## config.mk

```make
export PLATFORM = sky130hd
export DESIGN_NAME = sat_counter
export DESIGN_NICKNAME = d
export VERILOG_FILES = /design/src/rtl/sat_counter.sv
export SDC_FILE = /design/constraint.sdc
export NUM_CORES = 1
export LEC_CHECK = 0
export BUFFER_PORTS_ARGS = -buffer_cell sky130_fd_sc_hd__buf_2
export CORE_AREA = 3 3 40 42
export DETAILED_ROUTE_END_ITERATION = 6
export DIE_AREA = 0 0 43 45
export SLEW_MARGIN = 20
export SYNTH_ARGS = -nofsm -noshare
export SYNTH_HDL_FRONTEND = slang
export SYNTH_SLANG_ARGS = --single-unit
```

## constraint.sdc

```tcl
create_clock -name clk -period 3.9 [get_ports clk]
set_clock_uncertainty 0.15 [all_clocks]
set_input_delay 0.585 -clock clk [delete_from_list [all_inputs] [get_ports clk]]
set_output_delay 0.585 -clock clk [all_outputs]
set_load 0.05 [all_outputs]
```

## src/rtl/sat_counter.sv

```systemverilog
// sat_counter: W-bit up counter that sticks at all-ones, clr has priority over inc
module sat_counter #(
  parameter int W = 8
) (
  input  logic         clk,
  input  logic         rst,
  input  logic         inc,
  input  logic         clr,
  output logic [W-1:0] q
);
  always_ff @(posedge clk or posedge rst)
    if (rst) q <= '0;
    else q <= clr ? '0 : (inc && !(&q)) ? q + 1'b1 : q;
endmodule

```

==> flow_summary.yaml <==
outcome:
  outcome: "finished, final reports clean"
synthesis:
  synth_nets: 52
  ys_seq_elements: 8
  synth_cell_types: 26
  syn_avg_cell_area_um2: 10.2
  syn_inst: 47
  synth-seq-area-share: 0.419
  syn-cell-area_um2: 478
  yosys_warnings: 0
pwr:
  irDropWorstVdd_mv: 0.131
  p_leak_nw: 0.267
  p_per_area_mw_per_mm2: 302
floorplanning:
  fp-row-count: 13
  die_x_um: 43
  dieArea_mm2: 0.00194
  core-area_mm2: 0.00128
  die_h_um: 45
  ioPinCount: 12
  start_util: 0.372
worst_setup_path:
  worstPathArrival_ps: 1870
  crit_fanout: 6
  endpoint_kind: "register"
  max_stage_delay_ps: 430
  path_cells: "ha_1 > and3_2 > a2111oi_4 > mux2_1"
  crit_required_ps: 3890
  start_kind: "register"
  crit_type: "register to register"
  cp_slowest_cell: "dfrtp_1"
  r2r-start: "q[0]"
  cp-startpoint: "q[0]"
grt:
  grt_use_total: 0.112
  grt_max_degree: 12
  grt.overflow.total: 0
  antenna_found_initial: 0
  grt_pass1_wl_um: 1630
  first_global_vias: 366
sta:
  report.final.setup_viol: 0
  layout_min_cycle_time_ps: 1880
  min_period_over_period: 0.482
  tightest_slew_ps: 318
  rsz0062_at_grt: "no"
  slew_viol_final: 0
  max_clock_freq_mhz: 532
  hold_violations: 0
  relSlewSlack: 0.788
  tns_ps: 0
cts:
  clock-sinks: 8
  clk_pin_slew_ps: 60
  cts_hold_buffers: 0
  cts_made_buffers: 3
  ctsHtreeMaxLevel: 1
  clk_latency_ps: 250
  cts-resized-gates: 0
  cts_tree: "yes"
  root_buffer: "clkbuf_4"
  post_cts_buffers: 0
  clock_path_buffers: 2
finish:
  diodes: 0
  reg_top3: "q x8"
  drive_above_1_share: 0.317
  area_growth_pct: 19.4
  largest_register: "q"
  fin_nets: 67
  final_cell_area_um2: 571
  stdcell_count: 75
  largest_reg_flops: 8
routing:
  num_vias: 418
  dr.pass1.iters: 2
  wl_per_cell_um: 13.3
  totalWireLength_um: 1000
  routed_via_density: 5.57
  ant_nets: 0
  drtIter0Drc: 2
  drc: 0
job:
  maxCapViolCount: 0
placed_design:
  placed_cell_area_um2: 548
  numPortBuffers: 11
  globalplace.congestion: 0.717
  dpl.hpwl_um: 741
  dp.cells: 72
hold_path:
  hold_path.class: "input port to asynchronous set/reset pin"
==> Yosys cell counts <==
library cell / number / area (um^2)
a2111oi_4: 1 / 27.5
a211oi_1: 3 / 22.5
a21boi_1: 1 / 7.51
a21oi_1: 2 / 10.0
a311oi_1: 1 / 8.76
a31oi_1: 1 / 6.26
a41oi_1: 1 / 8.76
and3_1: 1 / 6.26
and3_2: 1 / 7.51
and4_1: 1 / 8.76
and4_4: 1 / 11.3
clkbuf_1: 1 / 3.75
dfrtp_1: 8 / 200
ha_1: 1 / 12.5
inv_1: 3 / 11.3
mux2_1: 1 / 11.3
mux2_2: 1 / 11.3
mux2i_1: 1 / 10.0
nand2_1: 2 / 7.51
nand2b_1: 2 / 12.5
nand3_1: 1 / 5.00
nand4_1: 1 / 6.26
nand4_2: 1 / 12.5
nor2_1: 4 / 15.0
nor2b_1: 3 / 18.8
nor3_1: 3 / 15.0
==> worst max-delay path: cells and delay by family, from the launching register on <==
family | cells | cell delay [ps]
compound gates | 1 | 290
fa+ha+maj | 1 | 270
flops | 1 | 430
mux | 1 | 350
simple gates | 1 | 270
==> cell usage in the layout (no fill, tap or decap), types with 2 or more instances in the layout <==
| master | synthesis | routed |
|---|---|---|
| nor2_1 | 4 | 4 |
| a21oi_1 | 2 | 2 |
| dfrtp_1 | 8 | 8 |
| nand2_1 | 2 | 2 |
| clkbuf_4 | 0 | 3 |
| buf_2 | 0 | 11 |
| inv_1 | 3 | 3 |
| a211oi_1 | 3 | 3 |
| nor3_1 | 3 | 3 |
| nand2b_1 | 2 | 2 |
| nor2b_1 | 3 | 3 |
==> stage by stage <==
step                      worst slack [ps]  utilization  hold slack (ps)  total power [mW]
after CTS                             2020        0.444              138             0.176
after floorplan                       1840            -              251             0.104
after global placement                2050        0.426              373             0.111
after detailed placement              2020        0.426              371             0.111
after global routing                  1960        0.444              149             0.181
final                                 2020        0.444              119             0.172
==> cell type report <==
cell class	instances	area, um^2
clock buffer	3	22.5
fill	130	714
inverter	3	11.3
multi-input combinational	35	263
sequential	8	200
tap	15	18.8
timing repair buffer	11	55.1
==> per-layer routing <==
metal / up-vias / track usage / part of all wire
met2: 12 / 0.153 / 0.44
met5: - / 0 / 0
met1: 202 / 0.165 / 0.50
met3: 0 / 0.0359 / 0.057
met4: 0 / 0.0361 / 0
li1: 204 / - / -
==> power by group <==
part           switching (mW)  leakage (nW)  total, mW  internal, mW
registers             0.00298         0.110     0.0880        0.0851
logic                  0.0148         0.143     0.0211       0.00629
clock network          0.0281        0.0138     0.0633        0.0352
total                  0.0459         0.267      0.172         0.127
==> logic make-up (layout without fill, tap and decap cells) <==
logic type      count (synthesis)  in the layout  share of synthesized area
compound gates                 10             10                      0.191
fa+ha+maj                       1              1                     0.0262
buf+inv                         4             17                     0.0314
flops                           8              8                      0.419
mux                             3              3                     0.0681
simple gates                   21             21                      0.264
==> final timing paths <==
kind / end / cells after the start / slack (ps)
setup reg to reg: q[5] / 4 / 2020
setup / recovery: q[5] / 4 / 2020
hold reg to reg: q[6] / 1 / 380
min in group clk: q[6] / 1 / 380
hold / removal: q[4] / 2 / 120
max in group asynchronous: q[7] / 2 / 3240
No activity file was read; power rests on OpenSTA's default activity.
